**src/rtl/serial_add_ctrl_pkg.sv**
```systemverilog
// rtl/serial_add_ctrl_pkg.sv - shared types and constants for the bit-serial adder controller
package serial_add_ctrl_pkg;

    localparam int DEF_WIDTH = 8;

    typedef enum logic [1:0] {
        S_IDLE = 2'd0,
        S_RUN  = 2'd1,
        S_DONE = 2'd2
    } state_t;

    // Bit counter width: enough to index WIDTH bits, never narrower than one bit
    function automatic int cnt_width(input int w);
        return (w > 1) ? $clog2(w) : 1;
    endfunction

endpackage

```
**src/rtl/serial_add_ctrl_if.sv**
```systemverilog
// rtl/serial_add_ctrl_if.sv - requester-side start/done handshake and operand/result bundle
interface serial_add_ctrl_if
    import serial_add_ctrl_pkg::*;
#(
    parameter int WIDTH = DEF_WIDTH
);

    logic             start;
    logic [WIDTH-1:0] a;
    logic [WIDTH-1:0] b;
    logic             cin;
    logic             busy;
    logic             done;
    logic [WIDTH-1:0] sum;
    logic             cout;

    modport master (
        output start, a, b, cin,
        input  busy, done, sum, cout
    );

    modport slave (
        input  start, a, b, cin,
        output busy, done, sum, cout
    );

endinterface

```
**src/rtl/full_from_half.sv**
```systemverilog
// rtl/full_from_half.sv - 1-bit full adder composed of two half-adder stages
module full_from_half (
    output logic sum,
    output logic carry_out,
    input  logic in1,
    input  logic in2,
    input  logic carry_in
);

    logic hs1_sum;
    logic hs1_carry;
    logic hs2_carry;

    // First half adder combines the operand bits, second folds in the carry
    assign hs1_sum   = in1 ^ in2;
    assign hs1_carry = in1 & in2;
    assign sum       = hs1_sum ^ carry_in;
    assign hs2_carry = hs1_sum & carry_in;
    assign carry_out = hs1_carry | hs2_carry;

endmodule

```
**src/rtl/serial_add_ctrl.sv**
```systemverilog
// rtl/serial_add_ctrl.sv - bit-serial adder: one full adder time-shared over WIDTH cycles
module serial_add_ctrl
    import serial_add_ctrl_pkg::*;
#(
    parameter int WIDTH = DEF_WIDTH
) (
    input  logic              clk,
    input  logic              rst_n,
    serial_add_ctrl_if.slave  bus
);

    localparam int CNT_W = cnt_width(WIDTH);

    state_t             state_q, state_d;
    logic [WIDTH-1:0]   a_sr_q, a_sr_d;
    logic [WIDTH-1:0]   b_sr_q, b_sr_d;
    logic [WIDTH-1:0]   s_sr_q, s_sr_d;
    logic [WIDTH-1:0]   sum_q, sum_d;
    logic               carry_q, carry_d;
    logic               cout_q, cout_d;
    logic [CNT_W-1:0]   cnt_q, cnt_d;

    logic               fa_sum;
    logic               fa_co;

    full_from_half u_fa (
        .sum       (fa_sum),
        .carry_out (fa_co),
        .in1       (a_sr_q[0]),
        .in2       (b_sr_q[0]),
        .carry_in  (carry_q)
    );

    // State and datapath registers; reset discards any in-flight addition
    always_ff @(posedge clk or negedge rst_n) begin
        if (!rst_n) begin
            state_q <= S_IDLE;
            a_sr_q  <= '0;
            b_sr_q  <= '0;
            s_sr_q  <= '0;
            sum_q   <= '0;
            carry_q <= 1'b0;
            cout_q  <= 1'b0;
            cnt_q   <= '0;
        end else begin
            state_q <= state_d;
            a_sr_q  <= a_sr_d;
            b_sr_q  <= b_sr_d;
            s_sr_q  <= s_sr_d;
            sum_q   <= sum_d;
            carry_q <= carry_d;
            cout_q  <= cout_d;
            cnt_q   <= cnt_d;
        end
    end

    // Next-state and datapath sequencing: load, shift one bit per cycle, publish on the last bit
    always_comb begin
        state_d = state_q;
        a_sr_d  = a_sr_q;
        b_sr_d  = b_sr_q;
        s_sr_d  = s_sr_q;
        sum_d   = sum_q;
        carry_d = carry_q;
        cout_d  = cout_q;
        cnt_d   = cnt_q;

        case (state_q)
            S_IDLE: begin
                if (bus.start) begin
                    a_sr_d  = bus.a;
                    b_sr_d  = bus.b;
                    carry_d = bus.cin;
                    cnt_d   = '0;
                    state_d = S_RUN;
                end
            end
            S_RUN: begin
                a_sr_d  = a_sr_q >> 1;
                b_sr_d  = b_sr_q >> 1;
                // New sum bit enters at the MSB; the oldest bit falls off the bottom
                s_sr_d  = WIDTH'({fa_sum, s_sr_q} >> 1);
                carry_d = fa_co;
                if (cnt_q == CNT_W'(WIDTH - 1)) begin
                    // Counter holds here so it never wraps within an operation
                    sum_d   = s_sr_d;
                    cout_d  = fa_co;
                    state_d = S_DONE;
                end else begin
                    cnt_d = cnt_q + CNT_W'(1);
                end
            end
            S_DONE: begin
                state_d = S_IDLE;
            end
            default: begin
                state_d = S_IDLE;
            end
        endcase
    end

    assign bus.busy = (state_q == S_RUN);
    assign bus.done = (state_q == S_DONE);
    assign bus.sum  = sum_q;
    assign bus.cout = cout_q;

endmodule

```
**src/flat_wrapper.sv**
```systemverilog
// flat-port wrapper written by rule: the top's interface ports become plain ports
module serial_add_ctrl_flat import serial_add_ctrl_pkg::*;
#(
    parameter int WIDTH = DEF_WIDTH
)
  (clk, rst_n, bus_start, bus_a, bus_b, bus_cin, bus_busy, bus_done, bus_sum, bus_cout);
  serial_add_ctrl_if #(.WIDTH(WIDTH)) bus_i ();
  input  logic clk;
  input  logic rst_n;
  input wire logic [$bits(bus_i.start)-1:0] bus_start;
  input wire logic [$bits(bus_i.a)-1:0] bus_a;
  input wire logic [$bits(bus_i.b)-1:0] bus_b;
  input wire logic [$bits(bus_i.cin)-1:0] bus_cin;
  output wire logic [$bits(bus_i.busy)-1:0] bus_busy;
  output wire logic [$bits(bus_i.done)-1:0] bus_done;
  output wire logic [$bits(bus_i.sum)-1:0] bus_sum;
  output wire logic [$bits(bus_i.cout)-1:0] bus_cout;
  assign bus_i.start = bus_start;
  assign bus_i.a = bus_a;
  assign bus_i.b = bus_b;
  assign bus_i.cin = bus_cin;
  assign bus_busy = bus_i.busy;
  assign bus_done = bus_i.done;
  assign bus_sum = bus_i.sum;
  assign bus_cout = bus_i.cout;
  serial_add_ctrl #(.WIDTH(WIDTH)) u_core (.clk(clk), .rst_n(rst_n), .bus(bus_i));
endmodule
```
**config.mk**
```make
export PLATFORM = sky130hd
export DESIGN_NAME = serial_add_ctrl_flat
export DESIGN_NICKNAME = d
export VERILOG_FILES = /design/src/rtl/serial_add_ctrl_pkg.sv /design/src/rtl/serial_add_ctrl_if.sv /design/src/rtl/full_from_half.sv /design/src/rtl/serial_add_ctrl.sv /design/src/flat_wrapper.sv
export SDC_FILE = /design/constraint.sdc
export NUM_CORES = 1
export LEC_CHECK = 0
export CAP_MARGIN = 20
export CORE_ASPECT_RATIO = 1.4
export CORE_MARGIN = 3
export CORE_UTILIZATION = 47
export DETAILED_ROUTE_END_ITERATION = 10
export GPL_TIMING_DRIVEN = 0
export PLACE_DENSITY = 0.78
export SLEW_MARGIN = 5
export SYNTH_ARGS = -nofsm -noshare
export SYNTH_HDL_FRONTEND = slang
export SYNTH_SLANG_ARGS = --single-unit
```
**constraint.sdc**
```tcl
create_clock -name clk -period 1.8 [get_ports clk]
set_clock_uncertainty 0.15 [all_clocks]
set_input_delay 0.36 -clock clk [delete_from_list [all_inputs] [get_ports clk]]
set_output_delay 0.36 -clock clk [all_outputs]
set_load 0.1 [all_outputs]
```
==> results.cfg <==
[placement]
port_buffers = 30
placed_cells = 212
dp_hpwl_mm = 2.56
globalplace.congestion = 0.785

[synthesis]
yosysSeqAreaShare_pct = 53.3
ys_warn_count = 0
netlist.area_leader.share_pct = 53.3
synth_fa_ha_area_share_pct = 2.52
syn_area_um2 = 1790
synth_area_leader_cell = dfrtp_1
synthSimpleGateAreaFrac_pct = 15.6
synthMuxAreaShare_pct = 10.1
synth_seq_cells = 38
synth_compound_gate_area_share_pct = 11.6
synth_top_family_by_area = simple AND/OR/NAND/NOR gates
synthCells = 142
syn-num-nets = 165
synth_xor_area_share_pct = 0
netlist_top_cells_area = dfrtp_1 53%, mux2_2 10%, nor4b_1 4.4%, o221a_2 3.8%, or4b_1 3.4%
synth.distinct_cells = 27
syn_area_per_cell_um2 = 12.6

[timing]
tightest_slew_ns = 0.830
setup-tns-final_ns = 0
holdWs_ns = 0.0110
timing.fmax_mhz = 566
fin_crit_ns = 1.77
relSlewSlack_pct = 44.7
finalHoldViolCount = 0
rsz0062_at_grt = true
fin_crit_sh_pct = 98.1
drv_slew = 0
finalSetupViolCount = 0

[flow_run]
max_cap_violations = 0

[detailed_routing]
wl_per_cell_um = 16.1
drtIter0Drc = 20
drc_errors = 0
viasPerCell = 5.74
first_pass_iters = 4
vias = 1303
ant_nets = 0
drt-total-wl_mm = 3.66

[cells_and_area]
area_growth_pct = 33.8
nets = 209
multiInputGateArea_um2 = 748
fillCellCount = 268
seqCellArea_um2 = 951
final_common_cell = dfrtp_1
finalNonFillerCells = 227
final_cell_mix = 38 x dfrtp_1, 18 x clkdlybuf4s50_1, 16 x mux2_2
drive_gt1_share_pct = 38.0
antennaDiodeCount = 0

[cts]
cts_sinks = 38
root_buffer = clkbuf_8
h-tree-depth = 2
cts_tree = yes
clock_latency_ns = 0.29
cts_buffer_depth = 2
clkSlewWorstSetupHoldPaths_ns = 0.07
cts_buffers = 5
cts_hold_buffers = 0

[setup_path]
endpoint = bus_done
r2r_end = u_core.bus.sum[1]$_DFFE_PN0P_
r2r_start = u_core.cnt_q[0]$_DFFE_PN0P_
critPathRequiredTime_ns = 1.29
worstRegToRegCells = 5
startpoint = u_core.state_q[0]$_DFFE_PN0P_
rrSetupSlack_ns = 0.09
path_class = reg2out
cp_max_fo = 6
arrival_ns = 1.26
cp-start-kind = flop
end_kind = primary output

[grt]
grt_pass1_vias = 1315
grt_start_max_net_pins = 39
antenna_found_initial = 0
grt_pass1_wl_mm = 5.98
grtUsageTotal_pct = 17.0
grt.overflow.total = 0

[floorplan]
boundaryPins = 31
initial_utilization_pct = 51.0
die_h_um = 78.9
die_area_um2 = 4580
coreArea_um2 = 3500
num_rows = 25
die-width_um = 58.1

[power_and_ir_drop]
power.total_mw = 4.61
leakage_nw = 1.04
power.density_nw_per_um2 = 1930
irDropWorstVdd_mv = 1.47

[status]
outcome = finished, final reports clean

[hold_path]
min-delay-path-class = in2async
## critical path: stages (launching register included)
cell	delay, ns
dfrtp_1	0.39
buf_6	0.14
buf_8	0.13
nor2b_4	0.12
buf_12	0.18
## registers in the layout (all words and copies together), names as in the netlist
name and flops:
u_core.a_sr_q 8, u_core.b_sr_q 8, u_core.bus.cout 1, u_core.bus.sum 8
u_core.carry_q 1, u_core.cnt_q 3, u_core.s_sr_q 7, u_core.state_q 2
## logic make-up after synthesis
logic type	Yosys count
mux	16
simple gates	36
compound gates	23
buf+inv	26
flops	38
fa+ha+maj	3
## layout make-up
type / instances / area share [%]
flip-flops and latches: 38 / 39.8
well taps: 40 / 2.10
multi-input cells: 78 / 31.3
repair buffers: 38 / 16.1
plain buffers: 11 / 3.93
clock buffers: 5 / 2.88
clock inverters: 3 / 1.68
inverters: 14 / 2.20
## repair_timing
| action | 4_1_cts | 5_1_grt |
|---|---|---|
| cloned | 0 | 1 |
| endpoints found under the hold margin | 0 | 0 |
| resized for setup | 53 | 10 |
| setup buffers | 0 | 7 |
| endpoints found under the setup margin | 20 | 19 |
## how the worst min path moves through the flow
stage | start | end | slack, ns | cells after the start
floorplan | rst_n | u_core.a_sr_q[0]$_DFFE_PN0P_ | -0.09 | 0
global placement | u_core.a_sr_q[7]$_DFFE_PN0P_ | u_core.a_sr_q[7]$_DFFE_PN0P_ | 0.32 | 1
detailed placement | u_core.a_sr_q[7]$_DFFE_PN0P_ | u_core.a_sr_q[7]$_DFFE_PN0P_ | 0.33 | 1
CTS | rst_n | u_core.bus.sum[2]$_DFFE_PN0P_ | 0.03 | 1
global route | rst_n | u_core.bus.sum[3]$_DFFE_PN0P_ | 0.08 | 1
finish | rst_n | u_core.bus.sum[3]$_DFFE_PN0P_ | 0.01 | 1
## where the power goes
part	switching, mW	internal [mW]
combinational	1.45	0.957
sequential	0.240	1.26
clock	0.300	0.408
## cells in the mapped netlist (all sizes together)
| library cell | count |
|---|---|
| or2 | 1 |
| mux2 | 16 |
| nand3b | 1 |
| nand2 | 2 |
| a221oi | 3 |
| nor2b | 1 |
| a211oi | 6 |
| inv | 14 |
| nand2b | 4 |
| a211o | 1 |
| a21oi | 1 |
| fa | 1 |
| o221a | 6 |
| or4b | 6 |
| o221ai | 3 |
| nor4b | 9 |
| o21ba | 1 |
| o21bai | 1 |
| dfrtp | 38 |
| buf | 10 |
| nor3b | 7 |
| a21o | 1 |
| nand3 | 3 |
| nor4bb | 2 |
| clkbuf | 2 |
| ha | 2 |
## layer usage
metal | routed length (µm) | vias up | track usage (%)
li1 | - | 614 | -
met1 | 1550 | 650 | 21.1
met2 | 1870 | 34 | 26.9
met3 | 189 | 5 | 5.04
met4 | 48 | 0 | 7.89
met5 | 0 | - | 0
## per-stage QoR
step                utilization [%]  instance area, µm²  setup WS (ns)
floorplan                         -                1790         0.0666
global placement               61.2                2140         -0.758
detailed placement             61.0                2140         -0.805
CTS                            65.5                2290        0.00153
global route                   68.2                2390       -0.00730
finish                         68.2                2390         0.0345
Power figures use the tool's default switching activity.
==> patch 1, RTL diff (config.mk and constraints unchanged) <==
Re-encode `state_t` (3 states) as one-hot, 3 bits wide.
--- a/src/rtl/serial_add_ctrl_pkg.sv
+++ b/src/rtl/serial_add_ctrl_pkg.sv
@@ -5,6 +5,6 @@
 
-    typedef enum logic [1:0] {
-        S_IDLE = 2'd0,
-        S_RUN  = 2'd1,
-        S_DONE = 2'd2
+    typedef enum logic [2:0] {
+        S_IDLE = 3'b001,
+        S_RUN  = 3'b010,
+        S_DONE = 3'b100
     } state_t;
Function: same outputs for any inputs over 10 cycles, from zero or initial values and one cycle with rst_n low; not proved beyond that.
==> patch 1 against the unedited design <==
  * The run now ends with negative setup slack left
  * Setup slack worse by 170 ps
  * Synthesized area fell by 6.2%
  * Wire length fell by 2.1%
  * Global-route usage up 1.0 points
  * Final area fell by 4.8%
  * Die area decreased by 5.6%
  * Cell count increased by 4.4%
  * Sequential cell count up 1
  * Critical endpoint is now bus_busy
  * Highest routed layer unchanged
Power is not compared: it rests on default switching activity, and its combinational part moved more than twofold at a synthesized area within 25%.
==> patch 1: results (changes against the unedited design) <==
[status]
status = finished, violations left  ; was completed
violations = negative setup slack

[worst_setup_path]
critPathMaxStageDelay_ps = 440  ; was 390 ps
r2r-start = u_core.state_q[0]$_DFFE_PN1P_  ; was u_core.cnt_q[0]$_DFFE_PN0P_
r2r_end = u_core.bus.cout$_DFFE_PN0P_  ; was u_core.bus.sum[1]$_DFFE_PN0P_
crit_slowest_cell = or3b_4  ; was dfrtp_1
crit_arrival_ps = 1430  ; was 1260 ps
critical_path.top_delay_family = simple AND/OR/NAND/NOR gates  ; was buffers and inverters
crit_path_end = bus_busy  ; was bus_done
reg2regPathDepth = 6  ; was 5
crit_fanout = 2  ; was 6

[place]
dp_hpwl_um = 2450  ; was 2560 um
dp.cells = 223  ; was 212
pre_cts_slack_ps = -1060  ; was -805 ps

[clocking]
postCtsSetupBuffers = 8  ; was 0
ctsResizeCount = 52  ; was 53

[synthesis]
ys_seq_area_frac = 0.583  ; was 0.533
synth_area_leaders = dfrtp_1, nand2_1, mux2_4  ; was dfrtp_1, mux2_2, nor4b_1
synth_fp_nets = 176  ; was 165
yosys.cell_types.count = 25  ; was 27
ys_top_cells_by_count = nand2_1, dfrtp_1, nor2_1  ; was dfrtp_1, mux2_2, inv_1
postSynthCellCount = 153  ; was 142

[detailed_routing]
finalWirelength_um = 3580  ; was 3660 um
avgRoutedWirePerCell_um = 15.1  ; was 16.1 um
vias_per_cell = 5.51  ; was 5.74
drtIter0Drc = 30  ; was 20

[layout]
drive_above_1_share = 0.269  ; was 0.380
fin_area_um2 = 2270  ; was 2390 um^2
fillers = 251  ; was 268

[grt]
grt_max_degree = 40  ; was 39
grt_usage = 0.180  ; was 0.170
grt_pass1_vias = 1409  ; was 1,315
met2_usage = 0.328  ; was 0.269
met3_usage = 0.0492  ; was 0.0504

[sta]
setup_ws_ps = -138  ; was 34.5 ps
tns_ps = -433  ; was 0 ps
slew_headroom = 0.444  ; was 0.447
finalSetupViolations = 10  ; was 0

[patch 1: layer usage]
metal  vias up  share of wire
li1        603              -
met1       648           0.39
met2        46           0.54
met3         8          0.055
met4         0          0.016
met5         -              0
[patch 1: layout make-up]
class / count / share of cell area
buffer: 8 / 0.0303
clock buffer: 7 / 0.0380
clock inverter: 1 / 0.00385
inverter: 2 / 0.00881
multi-input combinational: 102 / 0.297
sequential: 39 / 0.430
tap: 40 / 0.0220
timing repair buffer: 38 / 0.170
[patch 1: power groups by stage]
stage | Clock, mW | Combinational [mW] | Sequential [mW]
after floorplan | 0 | 0.715 | 1.35
after global routing | 0.664 | 1.32 | 1.40
after global placement | 0 | 0.902 | 1.38
final | 0.622 | 1.18 | 1.37
after CTS | 0.630 | 1.15 | 1.36
after detailed placement | 0 | 0.950 | 1.40
[patch 1: kinds of logic after synthesis]
group           after synthesis  synth area share
compound gates               18            0.0724
fa+ha+maj                     3            0.0269
buf+inv                      12            0.0418
flops                        39             0.583
mux                          11            0.0934
simple gates                 70             0.182
==> patch 2, RTL diff (same settings) <==
Without the edit above. The package constant `DEF_WIDTH` goes from 8 to 12.
--- a/src/rtl/serial_add_ctrl_pkg.sv
+++ b/src/rtl/serial_add_ctrl_pkg.sv
@@ -3,3 +3,3 @@
 
-    localparam int DEF_WIDTH = 8;
+    localparam int DEF_WIDTH = 12;
 
Interface: changed (resized bus_a, bus_b and bus_sum); port bits go from 31 to 43. No check against the original RTL was run, so the function may have changed too.
==> patch 2 against the unedited design <==
  * The run now ends with negative setup slack left
  * Final area rose by 31%
  * Global-route usage fell by 0.45 points
  * Wire length rose by 24%
  * Combinational power rose by 28%
  * Synthesized area rose by 35%
  * Setup slack got worse by 81 ps
  * Register-to-register slack got worse by 20 ps
  * Power rose by 29%
  * Sequential cell count rose by 17
  * Count of clock-buffer cells in the layout rose by 1
  * Sequential power rose by 42%
  * Synthesized cell count rose by 36%
==> patch 2: results (changes against the unedited design) <==
[worst_setup_path]
r2r_setup_slack_ps = 70  ; was 90 ps
crit_path_end = bus_busy  ; was bus_done
r2r_end = u_core.bus.sum[6]$_DFFE_PN0P_  ; was u_core.bus.sum[1]$_DFFE_PN0P_
worstSetupStartpoint = u_core.state_q[1]$_DFFE_PN0P_  ; was u_core.state_q[0]$_DFFE_PN0P_
crit_arrival_ps = 1340  ; was 1260 ps
crit_slowest_cell = dfrtp_2  ; was dfrtp_1
critPathMaxStageDelay_ps = 460  ; was 390 ps

[detailed_routing]
wl_met1_um = 1990  ; was 1550 um
vias = 1598  ; was 1,303
finalWirelength_um = 4550  ; was 3660 um
dr_wl_met3_um = 192  ; was 189 um
wl_met2_um = 2290  ; was 1870 um
drtIter0Drc = 76  ; was 20
avgRoutedWirePerCell_um = 14.4  ; was 16.1 um

[pwr]
peakVddDrop_mv = 0.686  ; was 1.47 mV
power.switching_mw = 2.65  ; was 1.99 mW
leakage_nw = 1.35  ; was 1.04 nW
p_comb_frac = 0.517  ; was 0.522
pg_clk_mw = 0.735  ; was 0.708 mW

[synthesis]
synth_area_leaders = dfrtp_1, mux2i_1, mux2_1  ; was dfrtp_1, mux2_2, nor4b_1
synthXorXnorAreaFrac = 0.00362  ; was 0
ys_top_cells_by_count = dfrtp_1, nand2_1, mux2i_1, o21ai_1, mux2_1  ; was dfrtp_1, mux2_2, inv_1
synthAdderAreaFrac = 0.0135  ; was 0.0252
synth_compound_gate_area_share = 0.0698  ; was 0.116
ys_seq_area_frac = 0.569  ; was 0.533
synth_fp_nets = 223  ; was 165
postSynthCellCount = 193  ; was 142
yosys.cell_types.count = 32  ; was 27

[layout]
nets = 280  ; was 209

[clocking]
ctsHoldBuffers = 1  ; was 0
ctsResizeCount = 60  ; was 53
clkSlewWorstSetupHoldPaths_ps = 100  ; was 70 ps
clock_latency_ps = 320  ; was 290 ps

[min_path]
holdCritPathClass = reg2reg  ; was in2async

[place]
pre_cts_slack_ps = -871  ; was -805 ps
place_area_um2 = 2950  ; was 2140 um^2
port_buffers = 42  ; was 30
dp_hpwl_um = 3190  ; was 2560 um
dp.cells = 300  ; was 212

[status]
status = finished, violations left  ; was completed
violations = negative setup slack

[grt]
met2_usage = 0.272  ; was 0.269
grt_max_degree = 40  ; was 39
grt_pass1_vias = 1658  ; was 1,315
gr-usage-met1 = 0.209  ; was 0.211

[sta]
slew_headroom = 0.636  ; was 0.447
whs_ps = 340  ; was 11.0 ps
tns_ps = -46.4  ; was 0 ps
finalSetupViolations = 1  ; was 0
setup_ws_ps = -46.4  ; was 34.5 ps

[patch 2: cell count changes in the layout (fill, tap and decap cells not counted), moves of 7 or more]
| cell | unedited run | this run |
|---|---|---|
| inv_1 | 13 | 2 |
| mux2_2 | 16 | 0 |
| mux2_1 | 0 | 15 |
| mux2i_1 | 0 | 23 |
| nand2_1 | 2 | 28 |
| dfrtp_1 | 38 | 54 |
| clkdlybuf4s50_1 | 18 | 26 |
| nor3b_1 | 7 | 0 |
| o21ai_1 | 0 | 23 |
| mux2_4 | 0 | 9 |
[patch 2: layout make-up]
type	count	area, um^2
well taps	64	80.1
multi-input cells	123	958
clock inverters	2	16.3
plain buffers	10	90.1
inverters	3	15.0
clock buffers	6	82.6
fillers	397	1780
repair buffers	52	519
flip-flops and latches	55	1380
[patch 2: critical path: cells and delay by family (launching register included)]
family                 cells  cell delay (ps)
flip-flops                 1              460
AND/OR/NAND/NOR            1              180
buffers and inverters      3              370
